### src/rtl/mdu_ctrl_pkg.sv
// ============================================================================
// Module      : mdu_ctrl_pkg
// Description : Shared CPU defines for the multiply/divide unit: op encoding,
//               controller states and an operand-magnitude helper.
// Revision    : 1.0 - initial release
// ============================================================================
`default_nettype none

package mdu_ctrl_pkg;

    localparam int unsigned XLEN = 32;

    typedef enum logic [2:0] {
        IsNone   = 3'd0,
        OP_MULT  = 3'd1,
        OP_MULTU = 3'd2,
        OP_DIV   = 3'd3,
        OP_DIVU  = 3'd4
    } mdu_op_e;

    typedef enum logic [1:0] {
        S_IDLE = 2'd0,
        S_MUL  = 2'd1,
        S_DIV  = 2'd2,
        S_DONE = 2'd3
    } mdu_state_e;

    function automatic logic [XLEN-1:0] mag32(input logic [XLEN-1:0] v, input logic sgn);
        return (sgn && v[XLEN-1]) ? (~v + 32'd1) : v;
    endfunction

endpackage

`default_nettype wire

### src/rtl/mdu_ctrl_if.sv
// ============================================================================
// Module      : mdu_ctrl_if
// Description : EXE-stage issue bus and result bus of the multiply/divide unit.
// Revision    : 1.0 - initial release
// ============================================================================
`default_nettype none

interface mdu_ctrl_if;
    logic [2:0]  EXE_MDU_Op;
    logic [31:0] EXE_Src_A;
    logic [31:0] EXE_Src_B;
    logic        MDU_Flush;
    logic        MDU_Hold;
    logic        MDU_Busy;
    logic [31:0] MDU_Hi;
    logic [31:0] MDU_Lo;
    logic        MDU_Done;

    modport master (
        output EXE_MDU_Op, EXE_Src_A, EXE_Src_B, MDU_Flush, MDU_Hold,
        input  MDU_Busy, MDU_Hi, MDU_Lo, MDU_Done
    );

    modport slave (
        input  EXE_MDU_Op, EXE_Src_A, EXE_Src_B, MDU_Flush, MDU_Hold,
        output MDU_Busy, MDU_Hi, MDU_Lo, MDU_Done
    );
endinterface

`default_nettype wire

### src/rtl/div_radix2.sv
// ============================================================================
// Module      : div_radix2
// Description : Unsigned radix-2 restoring divider, one quotient bit per step.
//               Outputs are the post-step values so the caller can capture the
//               final result on the same edge as the last step.
// Revision    : 1.0 - initial release
// ============================================================================
`default_nettype none

module div_radix2 (
    input  wire logic        clk,
    input  wire logic        resetn,
    input  wire logic        load_i,
    input  wire logic        step_i,
    input  wire logic [31:0] dividend_i,
    input  wire logic [31:0] divisor_i,
    output logic      [31:0] quo_nxt_o,
    output logic      [31:0] rem_nxt_o,
    output logic             last_o
);

    logic [31:0] rem_q;
    logic [31:0] quo_q;
    logic [31:0] dvs_q;
    logic [5:0]  cnt_q;

    logic [32:0] w_shift;
    logic [32:0] w_trial;
    logic        w_ge;

    // Partial remainder stays below the divisor, so bit 32 of the trial is a sign bit.
    assign w_shift   = {rem_q, quo_q[31]};
    assign w_trial   = w_shift - {1'b0, dvs_q};
    assign w_ge      = ~w_trial[32];
    assign rem_nxt_o = w_ge ? w_trial[31:0] : w_shift[31:0];
    assign quo_nxt_o = {quo_q[30:0], w_ge};
    assign last_o    = step_i && (cnt_q == 6'd31);

    always_ff @(posedge clk or negedge resetn) begin
        if (!resetn) begin
            rem_q <= '0;
            quo_q <= '0;
            dvs_q <= '0;
            cnt_q <= '0;
        end else if (load_i) begin
            rem_q <= '0;
            quo_q <= dividend_i;
            dvs_q <= divisor_i;
            cnt_q <= '0;
        end else if (step_i) begin
            rem_q <= rem_nxt_o;
            quo_q <= quo_nxt_o;
            cnt_q <= cnt_q + 6'd1;
        end
    end

endmodule

`default_nettype wire

### src/rtl/mdu_ctrl.sv
// ============================================================================
// Module      : mdu_ctrl
// Description : Multiply/divide controller: single-cycle multiply, 32-step
//               divide, Hi/Lo result registers and pipeline stall handshake.
//               Optional feature macro: DIV_EARLY_OUT_EN (divide early-out).
// Revision    : 1.0 - initial release
// ============================================================================
`default_nettype none

module mdu_ctrl
    import mdu_ctrl_pkg::*;
(
    input  wire logic   clk,
    input  wire logic   resetn,
    mdu_ctrl_if.slave   bus
);

    mdu_state_e  state_q, state_d;
    logic [31:0] a_q, b_q;
    logic        sgn_q;
    logic [31:0] hi_q, hi_d, lo_q, lo_d;

    logic        w_is_mul, w_is_div, w_op_sgn, w_start;
    logic [31:0] w_mag_a, w_mag_b;
    logic [63:0] w_prod;
    logic [31:0] w_q_mag, w_r_mag, w_div_hi, w_div_lo;
    logic        w_div_last, w_q_neg, w_r_neg;

    assign w_is_mul = (bus.EXE_MDU_Op == OP_MULT) || (bus.EXE_MDU_Op == OP_MULTU);
    assign w_is_div = (bus.EXE_MDU_Op == OP_DIV)  || (bus.EXE_MDU_Op == OP_DIVU);
    assign w_op_sgn = (bus.EXE_MDU_Op == OP_MULT) || (bus.EXE_MDU_Op == OP_DIV);
    assign w_start  = (state_q == S_IDLE) && (w_is_mul || w_is_div)
                      && !bus.MDU_Flush && !bus.MDU_Hold;

    assign w_mag_a  = mag32(bus.EXE_Src_A, w_op_sgn);
    assign w_mag_b  = mag32(bus.EXE_Src_B, w_op_sgn);

    // Sign-extending to 64 bits makes one multiplier serve both MULT and MULTU.
    assign w_prod   = {{32{sgn_q & a_q[31]}}, a_q} * {{32{sgn_q & b_q[31]}}, b_q};

    div_radix2 u_div (
        .clk        (clk),
        .resetn     (resetn),
        .load_i     (w_start && w_is_div),
        .step_i     (state_q == S_DIV),
        .dividend_i (w_mag_a),
        .divisor_i  (w_mag_b),
        .quo_nxt_o  (w_q_mag),
        .rem_nxt_o  (w_r_mag),
        .last_o     (w_div_last)
    );

    assign w_q_neg  = sgn_q && (a_q[31] ^ b_q[31]);
    assign w_r_neg  = sgn_q && a_q[31];
    assign w_div_lo = (b_q == '0) ? '1  : (w_q_neg ? (~w_q_mag + 32'd1) : w_q_mag);
    assign w_div_hi = (b_q == '0) ? a_q : (w_r_neg ? (~w_r_mag + 32'd1) : w_r_mag);

`ifdef DIV_EARLY_OUT_EN
    logic w_early;
    assign w_early = (w_mag_b == '0) || (w_mag_a < w_mag_b);
`endif

    always_comb begin
        state_d = state_q;
        hi_d    = hi_q;
        lo_d    = lo_q;
        case (state_q)
            S_IDLE: begin
                if (w_start) begin
                    if (w_is_mul) begin
                        state_d = S_MUL;
                    end
`ifdef DIV_EARLY_OUT_EN
                    else if (w_early) begin
                        state_d = S_DONE;
                        hi_d    = bus.EXE_Src_A;
                        lo_d    = (w_mag_b == '0) ? '1 : '0;
                    end
`endif
                    else begin
                        state_d = S_DIV;
                    end
                end
            end
            S_MUL: begin
                state_d = S_DONE;
                hi_d    = w_prod[63:32];
                lo_d    = w_prod[31:0];
            end
            S_DIV: begin
                if (w_div_last) begin
                    state_d = S_DONE;
                    hi_d    = w_div_hi;
                    lo_d    = w_div_lo;
                end
            end
            S_DONE: begin
                if (!bus.MDU_Hold) begin
                    state_d = S_IDLE;
                end
            end
            default: state_d = S_IDLE;
        endcase
        // A flush abandons whatever is in flight without touching Hi/Lo.
        if (bus.MDU_Flush) begin
            state_d = S_IDLE;
            hi_d    = hi_q;
            lo_d    = lo_q;
        end
    end

    always_ff @(posedge clk or negedge resetn) begin
        if (!resetn) begin
            state_q <= S_IDLE;
            hi_q    <= '0;
            lo_q    <= '0;
            a_q     <= '0;
            b_q     <= '0;
            sgn_q   <= 1'b0;
        end else begin
            state_q <= state_d;
            hi_q    <= hi_d;
            lo_q    <= lo_d;
            if (w_start) begin
                a_q   <= bus.EXE_Src_A;
                b_q   <= bus.EXE_Src_B;
                sgn_q <= w_op_sgn;
            end
        end
    end

    assign bus.MDU_Busy = !bus.MDU_Flush &&
                          (w_start || (state_q == S_MUL) || (state_q == S_DIV));
    assign bus.MDU_Done = !bus.MDU_Flush && (state_q == S_DONE);
    assign bus.MDU_Hi   = hi_q;
    assign bus.MDU_Lo   = lo_q;

endmodule

`default_nettype wire
### src/flat_wrapper.sv
// flat-port wrapper written by rule: the top's interface ports become plain ports
module mdu_ctrl_flat import mdu_ctrl_pkg::*;
  (clk, resetn, bus_EXE_MDU_Op, bus_EXE_Src_A, bus_EXE_Src_B, bus_MDU_Flush, bus_MDU_Hold, bus_MDU_Busy, bus_MDU_Hi, bus_MDU_Lo, bus_MDU_Done);
  mdu_ctrl_if bus_i ();
  input  wire logic clk;
  input  wire logic resetn;
  input wire logic [$bits(bus_i.EXE_MDU_Op)-1:0] bus_EXE_MDU_Op;
  input wire logic [$bits(bus_i.EXE_Src_A)-1:0] bus_EXE_Src_A;
  input wire logic [$bits(bus_i.EXE_Src_B)-1:0] bus_EXE_Src_B;
  input wire logic [$bits(bus_i.MDU_Flush)-1:0] bus_MDU_Flush;
  input wire logic [$bits(bus_i.MDU_Hold)-1:0] bus_MDU_Hold;
  output wire logic [$bits(bus_i.MDU_Busy)-1:0] bus_MDU_Busy;
  output wire logic [$bits(bus_i.MDU_Hi)-1:0] bus_MDU_Hi;
  output wire logic [$bits(bus_i.MDU_Lo)-1:0] bus_MDU_Lo;
  output wire logic [$bits(bus_i.MDU_Done)-1:0] bus_MDU_Done;
  assign bus_i.EXE_MDU_Op = bus_EXE_MDU_Op;
  assign bus_i.EXE_Src_A = bus_EXE_Src_A;
  assign bus_i.EXE_Src_B = bus_EXE_Src_B;
  assign bus_i.MDU_Flush = bus_MDU_Flush;
  assign bus_i.MDU_Hold = bus_MDU_Hold;
  assign bus_MDU_Busy = bus_i.MDU_Busy;
  assign bus_MDU_Hi = bus_i.MDU_Hi;
  assign bus_MDU_Lo = bus_i.MDU_Lo;
  assign bus_MDU_Done = bus_i.MDU_Done;
  mdu_ctrl u_core (.clk(clk), .resetn(resetn), .bus(bus_i));
endmodule
### config.mk
export PLATFORM = sky130hd
export DESIGN_NAME = mdu_ctrl_flat
export DESIGN_NICKNAME = d
export VERILOG_FILES = /design/src/rtl/mdu_ctrl_pkg.sv /design/src/rtl/mdu_ctrl_if.sv /design/src/rtl/div_radix2.sv /design/src/rtl/mdu_ctrl.sv /design/src/flat_wrapper.sv
export SDC_FILE = /design/constraint.sdc
export NUM_CORES = 2
export LEC_CHECK = 0
export ABC_AREA = 1
export ABC_CLOCK_PERIOD_IN_PS = 13900
export BUFFER_PORTS_ARGS = -buffer_cell sky130_fd_sc_hd__buf_2
export CAP_MARGIN = 30
export CELL_PAD_IN_SITES_DETAIL_PLACEMENT = 0
export CELL_PAD_IN_SITES_GLOBAL_PLACEMENT = 2
export CORE_MARGIN = 4
export CORE_UTILIZATION = 43
export DETAILED_ROUTE_END_ITERATION = 12
export GPL_TIMING_DRIVEN = 0
export PLACE_DENSITY_LB_ADDON = 0.1
export SYNTH_ARGS = -nofsm -noshare
export SYNTH_HDL_FRONTEND = slang
export SYNTH_SLANG_ARGS = --single-unit
### constraint.sdc
create_clock -name clk -period 13.9 [get_ports clk]
set_input_delay 0.695 -clock clk [delete_from_list [all_inputs] [get_ports clk]]
set_output_delay 0.695 -clock clk [all_outputs]
set_load 0.02 [all_outputs]
==> metrics.csv <==
stage,metric,value,unit
yosys,synthTopCellsByArea,"fa_1 (41%), inv_1 (13%), nand2_1 (13%)",
yosys,syn-num-nets,8732,
sta,drv_slew,0,
clock_tree,clk_pin_slew_worst_paths,0.08,ns
yosys,synth_cells,7280,
grt,overflow,0,
yosys,synth_seq_area_share,10.5,%
yosys,synth_area,55400,um2
floorplan,start_util,43.4,%
drt,viasPerCell,5.38,
yosys,synth_ff_type,dfrtp_1,
critical_path,critPathCaptureType,flop,
grt,grt_max_degree,115,
critical_path,critPathMaxStageDelay,0.98,ns
sta,finalSetupViolations,0,
placed_design,gp_congestion,0.978,
placed_design,dp_hpwl,214000,um
hold_path,hp-class,primary input to asynchronous set/reset pin,
sta,slew_headroom,24.4,%
critical_path,reg2reg_slack,2.47,ns
grt,grt_use_total,36.5,%
sta,skew,0.0293,ns
clock_tree,cts_buffer_depth,3,
critical_path,r2r-end,u_core.bus.MDU_Hi[31]$_DFFE_PN0P_,
grt,grt_pass1_wl,355000,um
floorplan,core,128000,um2
sta,fin_setup_tns,0,ns
clock_tree,cts_hold_buf,0,
drt,drt-total-wl,247000,um
layout,areaGrowthSynthToFinish,8.13,%
critical_path,crit_fanout,10,
drt,drt-pass1-iter-count,6,
critical_path,start_kind,flop,
job,cap_violations,0,
critical_path,reg2regPathDepth,34,
clock_tree,cts_inserted_buffers,28,
sta,fin_crit_sh,82.2,%
floorplan,die-area,135000,um2
sta,rsz0062_at_grt,false,
floorplan,die_h,367,um
floorplan,top_level_ports,137,
critical_path,r2r-start,u_core.a_q[31]$_DFFE_PN0P_,
drt,drt_iter0_drc,5218,
sta,fin_crit,11.43,ns
sta,hold_slack,0.0428,ns
drt,ant_nets,0,
layout,nets,8948,
yosys,synth_area_leader_cell,fa_1,
yosys,synth_seq_cells,233,
status,outcome,"finished, final reports clean",
layout,final_cell_mix,"inv_1 (1890), nand2_1 (1874), fa_1 (1125), nor2_1 (371), clkbuf_1 (331)",
yosys,yosys.cell_types.count,57,
critical_path,worstSetupPathType,flop to flop,
drt,drc_errors,0,
sta,tightest_slew,1.13,ns
clock_tree,worstSkewPairLatency,0.61,ns
grt,antenna_found_initial,17,
sta,hold_viol,0,
yosys,synth_top_area_share,40.7,%
clock_tree,cts_root_buf,clkbuf_16,
clock_tree,cts_sinks,233,
placed_design,port_buffers,136,
grt,grt_pass1_vias,49900,
yosys,async_flop_share,100,%
clock_tree,ctsResizeCount,0,
critical_path,crit_top_cell,inv_1,
clock_tree,cts_tree,done,
critical_path,cp_slowest_cell,fa_1,
layout,drive_gt1_share,4.64,%
clock_tree,cts_setup_buffers,0,
drt,vias,49400,
drt,wl_per_cell,26.9,um
sta,max_freq,87.5,MHz
clock_tree,htreeDepth,1,
floorplan,die_w,367,um
layout,final_common_cell,inv_1,
critical_path,cp.arrival,11.92,ns
floorplan,rows,131,
yosys,synth_edf_count,0,
yosys,avgSynthCellArea,7.62,um2
critical_path,cp.required,14.39,ns
yosys,ys.warnings.count,0,
-- final cells by class --
cell class | count | area [um2]
well taps | 1662 | 2080
flip-flops and latches | 233 | 5830
fillers | 13200 | 67900
clock buffers | 34 | 774
diodes | 8 | 20.0
clock inverters | 16 | 153
multi-input cells | 4783 | 41100
inverters | 1905 | 7150
plain buffers | 359 | 1410
repair buffers | 186 | 1470
-- synthesized netlist by cell type (all sizes together) (2+ instances only) --
| library cell | number |
|---|---|
| inv | 1900 |
| o21ai | 280 |
| a21boi | 5 |
| a31oi | 40 |
| o21bai | 11 |
| clkinv | 5 |
| ha | 255 |
| dfrtp | 233 |
| and3 | 5 |
| nand3 | 178 |
| mux2 | 2 |
| fa | 1126 |
| nor4 | 22 |
| a41oi | 2 |
| clkbuf | 334 |
| buf | 25 |
| or2 | 11 |
| and2 | 5 |
| nand2 | 1912 |
| nand4 | 34 |
| nand3b | 9 |
| o221ai | 40 |
| a21oi | 241 |
| a221oi | 2 |
| xnor2 | 29 |
| o211ai | 14 |
| a21o | 12 |
| o21a | 9 |
| xor2 | 55 |
| nor2 | 385 |
| o31ai | 5 |
| nor3 | 56 |
| o22ai | 33 |
-- cells by family (layout without fill, tap and decap cells) --
logic type,count (synthesis),count (layout),synth area share (%)
buf+inv,2264,2500,15.4
simple gates,2618,2618,19.1
fa+ha+maj,1381,1381,46.4
mux,2,2,0.0406
xor+xnor,84,84,1.33
other cells,0,8,0
compound gates,698,698,7.16
flops,233,233,10.5
-- through the flow --
step	instance area, um2	utilization (%)	std cells	worst slack (ns)
final	59900	46.9	9186	2.47
after global routing	59900	46.9	9178	2.04
after CTS	59700	46.7	9164	2.65
after detailed placement	58800	46.0	9114	2.67
after global placement	58200	45.5	9078	2.63
after floorplan	55400	-	7280	5.78
-- routing by layer --
layer / track usage, % / vias up / routed length [um]
met5: 0 / - / 46
met4: 12.3 / 6 / 9740
met3: 8.41 / 377 / 24000
met2: 55.0 / 2186 / 107000
met1: 52.1 / 25200 / 106000
li1: - / 21700 / -
-- sequential cells by signal, indices dropped and copies added (netlist names) --
register / cells
u_core.u_div.cnt_q: 6
u_core.b_q: 32
u_core.bus.MDU_Hi: 32
u_core.state_q: 2
u_core.a_q: 32
u_core.sgn_q: 1
u_core.bus.MDU_Lo: 32
u_core.u_div.rem_q: 32
u_core.u_div.quo_q: 32
u_core.u_div.dvs_q: 32
-- worst max path at each step --
stage	to	slack, ns	startpoint	cells past startpoint
after detailed placement	u_core.bus.MDU_Hi[31]$_DFFE_PN0P_	2.67	u_core.a_q[31]$_DFFE_PN0P_	34
after floorplan	u_core.bus.MDU_Hi[31]$_DFFE_PN0P_	5.78	u_core.a_q[31]$_DFFE_PN0P_	36
final	u_core.bus.MDU_Hi[31]$_DFFE_PN0P_	2.47	u_core.a_q[31]$_DFFE_PN0P_	34
after CTS	u_core.bus.MDU_Hi[31]$_DFFE_PN0P_	2.65	u_core.a_q[31]$_DFFE_PN0P_	34
after global routing	u_core.bus.MDU_Hi[31]$_DFFE_PN0P_	2.04	u_core.a_q[31]$_DFFE_PN0P_	34
after global placement	u_core.bus.MDU_Hi[31]$_DFFE_PN0P_	2.63	u_core.a_q[31]$_DFFE_PN0P_	34
-- critical path: cells and delay by family, from the launching register on --
family / cells / cell delay (ns)
buf+inv: 13 / 3.21
fa+ha+maj: 9 / 5.14
compound gates: 3 / 0.81
simple gates: 9 / 1.68
flops: 1 / 0.42
Power is left out: the tool's default activity adds up to more than one toggle a clock period on the data nets, which glitch-free logic cannot reach.
